**config.mk**
```make
export PLATFORM = sky130hd
export DESIGN_NAME = wishbone_board_arbiter_flat
export DESIGN_NICKNAME = d
export VERILOG_FILES = /design/src/rtl/wishbone_board_arbiter_if.sv /design/src/rtl/wishbone_board_arbiter.sv /design/src/flat_wrapper.sv
export SDC_FILE = /design/constraint.sdc
export NUM_CORES = 1
export LEC_CHECK = 0
export ABC_AREA = 1
export BUFFER_PORTS_ARGS = -buffer_cell sky130_fd_sc_hd__buf_2
export CAP_MARGIN = 20
export CORE_MARGIN = 4
export CORE_UTILIZATION = 36
export CTS_CLUSTER_DIAMETER = 80
export DETAILED_ROUTE_END_ITERATION = 8
export PLACE_DENSITY = 0.95
export SETUP_SLACK_MARGIN = 0.5
export SYNTH_ARGS = -nofsm -noshare
export SYNTH_HDL_FRONTEND = slang
export SYNTH_SLANG_ARGS = --single-unit
```
**constraint.sdc**
```tcl
create_clock -name clk -period 3.35 [get_ports clk]
set_clock_uncertainty 0.2 [all_clocks]
set_input_delay 0.335 -clock clk [delete_from_list [all_inputs] [get_ports clk]]
set_output_delay 0.335 -clock clk [all_outputs]
set_load 0.02 [all_outputs]
```
**src/rtl/wishbone_board_arbiter_if.sv**
```systemverilog
// Wishbone bus bundle between the board-memory arbiter, its requesters and the board memory.
// The arbiter takes the slave modport; the requester/memory side takes the master modport.
interface wishbone_board_arbiter_if #(
  parameter int NUM_MASTERS = 3,
  parameter int ADDR_W      = 8,
  parameter int DATA_W      = 16
);
  logic [NUM_MASTERS-1:0]        m_cyc;
  logic [NUM_MASTERS-1:0]        m_stb;
  logic [NUM_MASTERS-1:0]        m_we;
  logic [NUM_MASTERS*ADDR_W-1:0] m_adr;
  logic [NUM_MASTERS*DATA_W-1:0] m_dat_w;
  logic [DATA_W-1:0]             m_dat_r;
  logic [NUM_MASTERS-1:0]        m_ack;
  logic [NUM_MASTERS-1:0]        m_stall;
  logic                          s_cyc;
  logic                          s_stb;
  logic                          s_we;
  logic [ADDR_W-1:0]             s_adr;
  logic [DATA_W-1:0]             s_dat_w;
  logic [DATA_W-1:0]             s_dat_r;
  logic                          s_ack;
  logic                          s_stall;
  logic [NUM_MASTERS-1:0]        gnt;

  modport slave (
    input  m_cyc, m_stb, m_we, m_adr, m_dat_w, s_dat_r, s_ack, s_stall,
    output m_dat_r, m_ack, m_stall, s_cyc, s_stb, s_we, s_adr, s_dat_w, gnt
  );

  modport master (
    output m_cyc, m_stb, m_we, m_adr, m_dat_w, s_dat_r, s_ack, s_stall,
    input  m_dat_r, m_ack, m_stall, s_cyc, s_stb, s_we, s_adr, s_dat_w, gnt
  );
endinterface

```
**src/rtl/wishbone_board_arbiter.sv**
```systemverilog
// Shares the single-port board memory between NUM_MASTERS Wishbone requesters, one whole
// cycle per owner, with one idle GAP cycle between owners so a late ack cannot be misrouted.
module wishbone_board_arbiter #(
  parameter int NUM_MASTERS = 3,
  parameter int ADDR_W      = 8,
  parameter int DATA_W      = 16,
  parameter int FIXED_PRIO  = 0
) (
  input  logic                          clk,
  input  logic                          rst,
  wishbone_board_arbiter_if.slave       bus
);
  localparam int PTR_W = (NUM_MASTERS > 1) ? $clog2(NUM_MASTERS) : 1;
  localparam logic [NUM_MASTERS-1:0] ONE_V = {{(NUM_MASTERS-1){1'b0}}, 1'b1};

  typedef enum logic [1:0] {
    IDLE  = 2'd0,
    GRANT = 2'd1,
    GAP   = 2'd2
  } state_t;

  state_t                 state_r, state_nxt_s;
  logic [NUM_MASTERS-1:0] gnt_r, gnt_nxt_s;
  logic [PTR_W-1:0]       ptr_r, ptr_nxt_s;
  logic [PTR_W-1:0]       own_s;
  logic [PTR_W-1:0]       win_s;
  logic                   win_vld_s;
  logic [PTR_W-1:0]       idx_s;
  logic [PTR_W:0]         sum_s;

  logic                   s_cyc_s, s_stb_s, s_we_s;
  logic [ADDR_W-1:0]      s_adr_s;
  logic [DATA_W-1:0]      s_dat_w_s;
  logic [NUM_MASTERS-1:0] m_ack_s, m_stall_s;

  // Encode the one-hot grant register into the owner index
  always_comb begin
    own_s = {PTR_W{1'b0}};
    for (int i = 0; i < NUM_MASTERS; i++) begin
      own_s = gnt_r[i] ? PTR_W'(i) : own_s;
    end
  end

  // Pick the winner among m_cyc requests; scan backwards so the highest-precedence hit lands last
  always_comb begin
    win_s     = {PTR_W{1'b0}};
    win_vld_s = 1'b0;
    idx_s     = {PTR_W{1'b0}};
    sum_s     = {(PTR_W+1){1'b0}};
    for (int k = NUM_MASTERS - 1; k >= 0; k--) begin
      sum_s = {1'b0, ptr_r} + (PTR_W+1)'(k);
      if (FIXED_PRIO != 0) begin
        idx_s = PTR_W'(k);
      end else if (sum_s >= (PTR_W+1)'(NUM_MASTERS)) begin
        idx_s = PTR_W'(sum_s - (PTR_W+1)'(NUM_MASTERS));
      end else begin
        idx_s = PTR_W'(sum_s);
      end
      win_vld_s = win_vld_s | bus.m_cyc[idx_s];
      win_s     = bus.m_cyc[idx_s] ? idx_s : win_s;
    end
  end

  // Next state: grant from IDLE/GAP, hold while the owner keeps cyc, release into one GAP cycle
  always_comb begin
    state_nxt_s = state_r;
    gnt_nxt_s   = gnt_r;
    ptr_nxt_s   = ptr_r;
    case (state_r)
      IDLE, GAP: begin
        if (win_vld_s) begin
          state_nxt_s = GRANT;
          gnt_nxt_s   = ONE_V << win_s;
        end else begin
          state_nxt_s = IDLE;
          gnt_nxt_s   = {NUM_MASTERS{1'b0}};
        end
      end
      GRANT: begin
        if (!bus.m_cyc[own_s]) begin
          state_nxt_s = GAP;
          gnt_nxt_s   = {NUM_MASTERS{1'b0}};
          ptr_nxt_s   = (own_s == PTR_W'(NUM_MASTERS - 1)) ? {PTR_W{1'b0}} : own_s + PTR_W'(1);
        end else begin
          state_nxt_s = GRANT;
        end
      end
      default: begin
        state_nxt_s = IDLE;
        gnt_nxt_s   = {NUM_MASTERS{1'b0}};
      end
    endcase
  end

  // Bus steering: only the owner sees the memory; everyone else is stalled with no ack
  always_comb begin
    s_cyc_s   = 1'b0;
    s_stb_s   = 1'b0;
    s_we_s    = 1'b0;
    s_adr_s   = {ADDR_W{1'b0}};
    s_dat_w_s = {DATA_W{1'b0}};
    m_ack_s   = {NUM_MASTERS{1'b0}};
    m_stall_s = {NUM_MASTERS{1'b1}};
    if (state_r == GRANT) begin
      s_cyc_s          = bus.m_cyc[own_s];
      s_stb_s          = bus.m_cyc[own_s] & bus.m_stb[own_s];
      s_we_s           = bus.m_we[own_s];
      s_adr_s          = bus.m_adr[int'(own_s)*ADDR_W +: ADDR_W];
      s_dat_w_s        = bus.m_dat_w[int'(own_s)*DATA_W +: DATA_W];
      m_ack_s[own_s]   = bus.s_ack;
      m_stall_s[own_s] = bus.s_stall;
    end else begin
      m_ack_s = {NUM_MASTERS{1'b0}};
    end
  end

  // State, grant and round-robin pointer registers
  always_ff @(posedge clk) begin
    if (rst) begin
      state_r <= IDLE;
      gnt_r   <= {NUM_MASTERS{1'b0}};
      ptr_r   <= {PTR_W{1'b0}};
    end else begin
      state_r <= state_nxt_s;
      gnt_r   <= gnt_nxt_s;
      ptr_r   <= ptr_nxt_s;
    end
  end

  assign bus.s_cyc   = s_cyc_s;
  assign bus.s_stb   = s_stb_s;
  assign bus.s_we    = s_we_s;
  assign bus.s_adr   = s_adr_s;
  assign bus.s_dat_w = s_dat_w_s;
  assign bus.m_ack   = m_ack_s;
  assign bus.m_stall = m_stall_s;
  assign bus.m_dat_r = bus.s_dat_r;
  assign bus.gnt     = gnt_r;
endmodule

```
**src/flat_wrapper.sv**
```systemverilog
// flat-port wrapper written by rule: the top's interface ports become plain ports
module wishbone_board_arbiter_flat 
#(
  parameter int NUM_MASTERS = 3,
  parameter int ADDR_W      = 8,
  parameter int DATA_W      = 16,
  parameter int FIXED_PRIO  = 0
)
  (clk, rst, bus_m_cyc, bus_m_stb, bus_m_we, bus_m_adr, bus_m_dat_w, bus_s_dat_r, bus_s_ack, bus_s_stall, bus_m_dat_r, bus_m_ack, bus_m_stall, bus_s_cyc, bus_s_stb, bus_s_we, bus_s_adr, bus_s_dat_w, bus_gnt);
  wishbone_board_arbiter_if #(.NUM_MASTERS(NUM_MASTERS), .ADDR_W(ADDR_W), .DATA_W(DATA_W)) bus_i ();
  input  logic clk;
  input  logic rst;
  input wire logic [$bits(bus_i.m_cyc)-1:0] bus_m_cyc;
  input wire logic [$bits(bus_i.m_stb)-1:0] bus_m_stb;
  input wire logic [$bits(bus_i.m_we)-1:0] bus_m_we;
  input wire logic [$bits(bus_i.m_adr)-1:0] bus_m_adr;
  input wire logic [$bits(bus_i.m_dat_w)-1:0] bus_m_dat_w;
  input wire logic [$bits(bus_i.s_dat_r)-1:0] bus_s_dat_r;
  input wire logic [$bits(bus_i.s_ack)-1:0] bus_s_ack;
  input wire logic [$bits(bus_i.s_stall)-1:0] bus_s_stall;
  output wire logic [$bits(bus_i.m_dat_r)-1:0] bus_m_dat_r;
  output wire logic [$bits(bus_i.m_ack)-1:0] bus_m_ack;
  output wire logic [$bits(bus_i.m_stall)-1:0] bus_m_stall;
  output wire logic [$bits(bus_i.s_cyc)-1:0] bus_s_cyc;
  output wire logic [$bits(bus_i.s_stb)-1:0] bus_s_stb;
  output wire logic [$bits(bus_i.s_we)-1:0] bus_s_we;
  output wire logic [$bits(bus_i.s_adr)-1:0] bus_s_adr;
  output wire logic [$bits(bus_i.s_dat_w)-1:0] bus_s_dat_w;
  output wire logic [$bits(bus_i.gnt)-1:0] bus_gnt;
  assign bus_i.m_cyc = bus_m_cyc;
  assign bus_i.m_stb = bus_m_stb;
  assign bus_i.m_we = bus_m_we;
  assign bus_i.m_adr = bus_m_adr;
  assign bus_i.m_dat_w = bus_m_dat_w;
  assign bus_i.s_dat_r = bus_s_dat_r;
  assign bus_i.s_ack = bus_s_ack;
  assign bus_i.s_stall = bus_s_stall;
  assign bus_m_dat_r = bus_i.m_dat_r;
  assign bus_m_ack = bus_i.m_ack;
  assign bus_m_stall = bus_i.m_stall;
  assign bus_s_cyc = bus_i.s_cyc;
  assign bus_s_stb = bus_i.s_stb;
  assign bus_s_we = bus_i.s_we;
  assign bus_s_adr = bus_i.s_adr;
  assign bus_s_dat_w = bus_i.s_dat_w;
  assign bus_gnt = bus_i.gnt;
  wishbone_board_arbiter #(.NUM_MASTERS(NUM_MASTERS), .ADDR_W(ADDR_W), .DATA_W(DATA_W), .FIXED_PRIO(FIXED_PRIO)) u_core (.clk(clk), .rst(rst), .bus(bus_i));
endmodule
```
; ---- After elaboration in Yosys (flattened, before gate mapping)
; Cells that the tools add are included.
; W data, S select, Z words.
[word_totals]
inputBits = 101
elab_cells = 71
regBits = 7
[classes]
n_eq_ne = 4
magnitude_cmp = 8
muxes = 36
shifts = 3
n_bitwise = 7
reduce_logical = 4
n_addsub = 6
[ops]
columns = cell, count
row1 = $shiftx A48 B7 Y16, 1
row2 = $shiftx A24 B6 Y8, 1
row3 = $mux W2, 9
row4 = $mux W16, 1
row5 = $bmux W1 S2, 6
row6 = $lt A2 B3 Y1 const B, 4
row7 = $mux W1, 12
row8 = $mux W3, 4
row9 = $mux W8, 1
row10 = $ge A3 B2 Y1 const B, 2
row11 = $pmux W3 S2, 1
row12 = $sub A2 B2 Y2 const B, 3
row13 = $eq A2 B2 Y1 const B, 2
row14 = $pmux W2 S2, 1
row15 = $add A2 B1 Y3 const B, 1
row16 = $add A2 B2 Y3 const B, 1
row17 = $and A3 B3 Y3, 1
row18 = $not A3 Y3, 1
row19 = $or A3 B3 Y3, 1
row20 = $shl A1 B2 Y3 const A, 1
row21 = $add A2 B1 Y2 const B, 1
row22 = $demux W1 S2, 1
row23 = $eq A2 B1 Y1 const B, 1
row24 = $ge A2 B1 Y1 const B, 1
row25 = other kinds (9), 10

; ---- Depth between registers and ports, before layout
; Gate-level depths: netlist of run 1.
[logic_depth]
word_depth = 11
mapped_depth = 12

; ---- Worst setup path after synthesis of run 1
; Ideal clock, no wire load.
[synth_path]
path_type = reg2out
start = register u_core.gnt_r[2], in the netlist u_core.bus.gnt[2]
end = output bus_m_ack[0]
setup_slack_ps = 1343
required_ps = 2815
stages_incl_launch_ff = 4
arrival_ps = 1472
path_cell_list = dfxtp_1 buf_2 buf_2 nor4_1
[synth_via]
elab_chain_cells = 7
word_cells_on_any_way = 8
[synth_lines]
columns = item, line
row1 = start: declaration, wishbone_board_arbiter.sv:23  ; logic [NUM_MASTERS-1:0] gnt_r, gnt_nxt_s;
row2 = start signal: assignment, wishbone_board_arbiter.sv:121  ; gnt_r <= {NUM_MASTERS{1'b0}};
row3 = start signal: assignment, wishbone_board_arbiter.sv:125  ; gnt_r <= gnt_nxt_s;
row4 = $mux W2 *, wishbone_board_arbiter.sv:40  ; own_s = gnt_r[i] ? PTR_W'(i) : own_s;
row5 = $lt A2 B3 Y1 (not written as such) or $ge A2 B1 Y1 (tied branches), wishbone_board_arbiter.sv:110  ; m_ack_s[own_s] = bus.s_ack;
row6 = $logic_and A1 B1 Y1 (not written as such), wishbone_board_arbiter.sv:110
row7 = $mux W1 (not written as such), wishbone_board_arbiter.sv:110
row8 = $demux W1 S2 *, n/a
row9 = $and A3 B3 Y3 (no line) *, n/a
row10 = $mux W3 *, wishbone_board_arbiter.sv:104  ; if (state_r == GRANT) begin
row11 = end: declaration, flat_wrapper.sv:22  ; output wire logic [$bits(bus_i.m_ack)-1:0] bus_m_ack;
; Every way passes the cells marked *; elsewhere a longest branch is shown, timed or not.

; ---- Worst setup path after layout of run 1
[layout_path]
start = register u_core.gnt_r[2], in the netlist u_core.bus.gnt[2]
end = output bus_s_dat_w[6]
[layout_via]
elab_chain_cells = 3
[layout_lines]
columns = item, line
row1 = $mux W2, wishbone_board_arbiter.sv:40
row2 = $shiftx A48 B7 Y16, wishbone_board_arbiter.sv:109  ; s_dat_w_s = bus.m_dat_w[int'(own_s)*DATA_W +: DATA_W];
row3 = $mux W16, wishbone_board_arbiter.sv:104
row4 = end: declaration, flat_wrapper.sv:28  ; output wire logic [$bits(bus_i.s_dat_w)-1:0] bus_s_dat_w;
; Every way passes these cells.

==> impl_metrics.csv, run 1 <==
group,metric,value,unit
clocking,cts_sinks,7,
route,wirelength,4.900,mm
placement,port_buffers,120,
sta,fin_tns_setup,0,ns
logic_synthesis,synth-edff-count,0,
sta,tightest_slew,0.4599,ns
clocking,cts_buffers,3,
critical_path,crit_path_frequent_cell,"nand2_1",
logic_synthesis,yosysWarnings,0,
critical_path,cpPeakStageDelay,0.59,ns
placement,dp.cells,389,
sta,setup_viol_count_final,0,
route,wire_per_inst,12.47,um
logic_synthesis,yosysMostFrequentCell,"nand2_1",
clocking,cts_hold_buf,0,
layout,area_growth,42.01,%
sta,slew_headroom,69.30,%
floorplanning,die_w,67.92,um
worst_hold_path,hold_class,"input port to flip-flop",
power_and_ir_drop,leakage,0.001242,uW
sta,rsz0062_at_grt,"no",
route,first_pass_iters,4,
placement,globalplace.congestion,0.7757,
logic_synthesis,synth_seq_cells,7,
power_and_ir_drop,pwr_density_cell,434.7,nW/um^2
global_routing,grt_overflow,0,
critical_path,end_kind,"output pin",
logic_synthesis,synth_area_leader_cell,"nand2_1",
logic_synthesis,synth_area,1292,sq um
logic_synthesis,synth_compound_area_share,14.91,%
job,drv_cap,0,
sta,max_freq,388.5,MHz
logic_synthesis,muxShareOfSynthArea,0,%
floorplanning,num_rows,21,
route,first_iter_violations,98,
layout,fin_cells,393,
critical_path,required,2.81,ns
logic_synthesis,synthArstFlopShare,0,%
critical_path,setup.worst_path.start_class,"flip-flop",
clocking,cts_setup_buffers,0,
global_routing,antenna_found_initial,0,
clocking,htreeDepth,1,
sta,period_share,76.84,%
logic_synthesis,yosysTopAreaCellShare,30.49,%
layout,drive_gt1_share,41.50,%
logic_synthesis,yosysSeqAreaShare,10.84,%
logic_synthesis,synth_cell_types,25,
critical_path,worstPathMaxFanout,28,
power_and_ir_drop,peakVddDrop,0.0002567,V
route,drc_errors,0,
logic_synthesis,synthSimpleGateAreaFrac,47.14,%
layout,final_nets,452,
floorplanning,core,3390,sq um
placement,dp_hpwl,4.108,mm
global_routing,grt_pass1_vias,1777,
critical_path,critPathSlowestCell,"dfxtp_1",
floorplanning,dieArea,4613,sq um
clocking,cts-root-buf,"clkbuf_4",
sta,hold_viol,0,
logic_synthesis,synth.avg_cell_area,5.254,sq um
global_routing,grt_first_pass_wirelength,7.279,mm
layout,insertedDiodeCount,0,
critical_path,cp.arrival,2.04,ns
logic_synthesis,synth-adder-area-share,2.904,%
logic_synthesis,synth_area_leaders,"nand2_1 30%, dfxtp_1 11%, inv_1 9.6%, buf_4 9.3%, nand3_1 8.5%",
critical_path,path_cells,"buf_4 > inv_2 > nand2_1 > inv_2 > nand2_1 > nand3_1 > nand2_1 > inv_1 > buf_2",
route,vias,1919,
floorplanning,io_pins,153,
floorplanning,initial_core_util,38.13,%
sta,fin_crit,2.574,ns
clocking,clock_tree.buffer_depth,2,
clocking,post_cts_resized,0,
sta,slew_viol_final,0,
logic_synthesis,synth_top_family_by_area,"simple AND/OR/NAND/NOR gates",
logic_synthesis,syn_inst,246,
global_routing,grt_usage,19.89,%
status,status,"completed",
clocking,clk_latency,0.25,ns
logic_synthesis,synth_ff_type,"dfxtp_1",
logic_synthesis,ys_top_cells_by_count,"105 x nand2_1, 33 x inv_1, 22 x nand3_1",
logic_synthesis,synthesis.nets,350,
clocking,tritoncts,"yes",
route,vias_per_cell,4.883,
floorplanning,die_h,67.92,um
logic_synthesis,synth_xor_area_share,0,%
layout,fin_util,54.15,%
global_routing,grt_max_degree,29,
route,ant_nets,0,
critical_path,path_class,"flip-flop to output pin",
clocking,cts.clk_slew.worst_paths,0.05,ns
[where the power goes]
group          leakage [uW]  switching, uW  internal (uW)
clock network     0.0000150           30.7           45.4
registers         0.0000574           14.7            100
logic               0.00117            393            214
[area by class of cell]
cell class                 count  area, sq um
fill                         355         1554
timing repair buffer         123        623.1
clock buffer                   4        26.28
tap                           46        57.56
multi-input combinational    174        842.1
inverter                      39        146.4
sequential                     7        140.1
[layout by cell type, fill, tap and decap left out, drive strengths merged]
| cell | instances |
|---|---|
| dfxtp | 7 |
| nor2 | 9 |
| ha | 3 |
| clkbuf | 4 |
| a21boi | 1 |
| a211oi | 2 |
| nand3 | 23 |
| buf | 123 |
| a22oi | 14 |
| nand3b | 1 |
| nor4 | 1 |
| nor3 | 2 |
| a21oi | 5 |
| o21ai | 1 |
| o221ai | 1 |
| nand2 | 109 |
| inv | 39 |
| a31oi | 2 |
[worst max-delay path, delay by kind of cell (launching register included)]
kind	cells	cell delay [ns]
buf+inv	5	0.78
flops	1	0.59
simple gates	4	0.39
[registers in the layout, summed over array words and instances (netlist names)]
name / cells
u_core.ptr_r: 2
u_core.bus.gnt: 3
u_core.state_r: 2
[routing by layer]
| layer | track usage (%) | vias to the layer above | wire (um) | part of all wire, % |
|---|---|---|---|---|
| li1 | - | 950 | - | - |
| met1 | 20.43 | 849 | 1645 | 34 |
| met2 | 38.03 | 107 | 2522 | 51 |
| met3 | 4.926 | 13 | 639 | 13 |
| met4 | 7.692 | 0 | 92 | 1.9 |
| met5 | 0 | - | 0 | 0 |
[stage by stage]
stage | hold slack, ns | setup slack, ns | area, sq um | power (uW)
6_report | 0.1214 | 0.7758 | 1836 | 797.9
5_1_grt | 0.1242 | 0.5722 | 1836 | 885.4
4_1_cts | 0.1122 | 0.7737 | 1836 | 806.8
3_5_place_dp | 0.2855 | 1.054 | 1809 | 726.9
3_3_place_gp | 0.2718 | 1.102 | 1809 | 713.2
2_1_floorplan | 0.1974 | 1.343 | 1292 | 561.4
[path summary, 6_finish.rpt]
| kind | from | end | slack, ns | cells after the start |
|---|---|---|---|---|
| worst max-delay path | u_core.bus.gnt[2]$_SDFFE_PP0P_ | bus_s_dat_w[6] | 0.78 | 9 |
| worst min-delay path | rst | u_core.bus.gnt[0]$_SDFFE_PP0P_ | 0.12 | 2 |
| worst min register to register | u_core.bus.gnt[0]$_SDFFE_PP0P_ | u_core.bus.gnt[0]$_SDFFE_PP0P_ | 0.30 | 2 |
| worst max register to register | u_core.bus.gnt[2]$_SDFFE_PP0P_ | u_core.ptr_r[1]$_SDFFE_PP0P_ | 1.41 | 7 |
[cell families after synthesis]
logic type      after synthesis
simple gates                145
compound gates               26
buf+inv                      65
flops                         7
fa+ha+maj                     3
(Power assumes the default switching activity.)
==> run 2, diff against run 1 <==
- CORE_UTILIZATION: 36 -> 34
- PLACE_DENSITY: 0.95 -> 0.92
- clock period: 3.35 -> 2.45 ns (I/O delays scaled with it)
==> impl_metrics.csv, run 2 (same netlist as run 1, synthesis figures left out) <==
group,metric,value,unit
status,status,"completed",
route,first_pass_iters,4,
placement,place_area,1819,sq um
clocking,cts-root-buf,"clkbuf_8",
sta,slew_viol_final,0,
critical_path,worstPathMaxFanout,28,
global_routing,grt_overflow,0,
sta,layout_setup_ws,0.5781,ns
layout,drive_gt1_share,43.71,%
route,ant_nets,0,
floorplanning,die_w,69.66,um
floorplanning,dieArea,4852,sq um
sta,slew_headroom,79.38,%
clocking,cts_sinks,7,
critical_path,r2r_slack,0.68,ns
sta,max_freq,534.2,MHz
placement,port_buffers,120,
clocking,htreeDepth,1,
sta,setup_viol_count_final,0,
layout,final_nets,455,
sta,tightest_slew,0.3092,ns
sta,rsz0062_at_grt,"yes",
sta,fin_tns_setup,0,ns
global_routing,grt_usage,17.31,%
critical_path,setup.worst_path.start_class,"flip-flop",
route,wirelength,4.534,mm
layout,final_area,1922,sq um
layout,largest_reg_flops,3,
placement,dp_hpwl,3.592,mm
critical_path,r2r_cells,12,
placement,pre_cts_ws,0.5791,ns
worst_hold_path,hold_class,"input port to flip-flop",
critical_path,r2r_start,"u_core.ptr_r[1]$_SDFFE_PP0P_",
power_and_ir_drop,peakVddDrop,0.0003582,V
clocking,tritoncts,"yes",
route,vias,1858,
clocking,clk_latency,0.23,ns
critical_path,timing.rr.end,"u_core.bus.gnt[2]$_SDFFE_PP0P_",
route,vias_per_cell,4.668,
layout,area_growth,48.69,%
critical_path,path_class,"flip-flop to output pin",
sta,fin_crit,1.872,ns
sta,period_share,76.40,%
global_routing,antenna_found_initial,0,
route,first_iter_violations,72,
worst_hold_path,whs_path_depth,2,
power_and_ir_drop,pwr_density_cell,625.5,nW/um^2
layout,mostFrequentLayoutCells,"120 x buf_2, 104 x nand2_1, 33 x inv_1, 22 x nand3_1, 14 x a22oi_1",
clocking,cts_buffers,3,
critical_path,end_kind,"output pin",
sta,whs,0.07267,ns
floorplanning,die_h,69.66,um
placement,globalplace.congestion,0.8160,
worst_hold_path,hold_start,"rst",
global_routing,grt_first_pass_wirelength,7.189,mm
critical_path,required,2.01,ns
sta,hold_viol,0,
layout,final_common_cell,"buf_2",
global_routing,grt_max_degree,29,
global_routing,grt_pass1_vias,1718,
job,drv_cap,0,
critical_path,cp.arrival,1.43,ns
clocking,cts_hold_buf,0,
floorplanning,io_pins,153,
route,drc_errors,0,
floorplanning,initial_core_util,35.30,%
route,wire_per_inst,11.39,um
worst_hold_path,min_to,"u_core.bus.gnt[0]$_SDFFE_PP0P_",
clocking,clock_tree.buffer_depth,2,
floorplanning,core,3661,sq um
power_and_ir_drop,fin_total_pwr,1202,uW
power_and_ir_drop,leakage,0.001274,uW
clocking,cts.clk_slew.worst_paths,0.04,ns
layout,insertedDiodeCount,0,
floorplanning,num_rows,22,
==> run 2: cell count changes in the layout (fill, tap and decap cells not counted), sizes merged <==
cell  delta
buf      +3
==> run 2: cell type report <==
class,count,area (sq um)
fill,356,1739
clock buffer,4,45.04
tap,48,60.06
inverter,39,153.9
sequential,7,143.9
timing repair buffer,126,653.1
multi-input combinational,174,865.8
==> run 2: where the power goes <==
group | switching (uW) | total (uW) | internal, uW
Combinational | 552 | 876 | 324
Clock | 54.0 | 167 | 113
Sequential | 20.1 | 159 | 139
==> run 2: worst max-delay path, stage by stage, from the launching register on <==
cell and delay [ns]:
dfxtp_2 0.35, nor2_2 0.16, buf_8 0.22, nand2_1 0.07, a31oi_1 0.20, buf_2 0.20
==> run 2: routing by layer <==
metal | vias up | routed length [um] | track usage [%]
met3 | 8 | 517 | 4.928
met4 | 0 | 45 | 4.043
met2 | 93 | 2245 | 32.52
li1 | 964 | - | -
met1 | 793 | 1726 | 19.00
met5 | - | 0 | 0
==> run 2: through the flow <==
stage | util, % | cells
6_report | 52.49 | 398
5_1_grt | 52.49 | 398
4_1_cts | 51.13 | 396
3_5_place_dp | 49.69 | 392
3_3_place_gp | 49.69 | 392
2_1_floorplan | - | 246
==> run 2: timing repair <==
action,in CTS,in global routing
pin swaps,0,1
setup buffers,0,2
resized for setup,3,9
setup endpoints to repair,26,28
gates cloned,0,0
==> run 2: worst max path at each step <==
| stage | start | endpoint | slack [ns] | depth (start not counted) |
|---|---|---|---|---|
| 2_1_floorplan | u_core.bus.gnt[2]$_SDFFE_PP0P_ | bus_m_ack[0] | 0.53 | 3 |
| 3_3_place_gp | u_core.bus.gnt[1]$_SDFFE_PP0P_ | bus_s_we | 0.61 | 5 |
| 3_5_place_dp | u_core.bus.gnt[1]$_SDFFE_PP0P_ | bus_s_we | 0.58 | 5 |
| 4_1_cts | u_core.bus.gnt[1]$_SDFFE_PP0P_ | bus_s_we | 0.48 | 5 |
| 5_1_grt | u_core.bus.gnt[1]$_SDFFE_PP0P_ | bus_s_dat_w[8] | 0.48 | 7 |
| 6_report | u_core.bus.gnt[1]$_SDFFE_PP0P_ | bus_s_we | 0.58 | 5 |
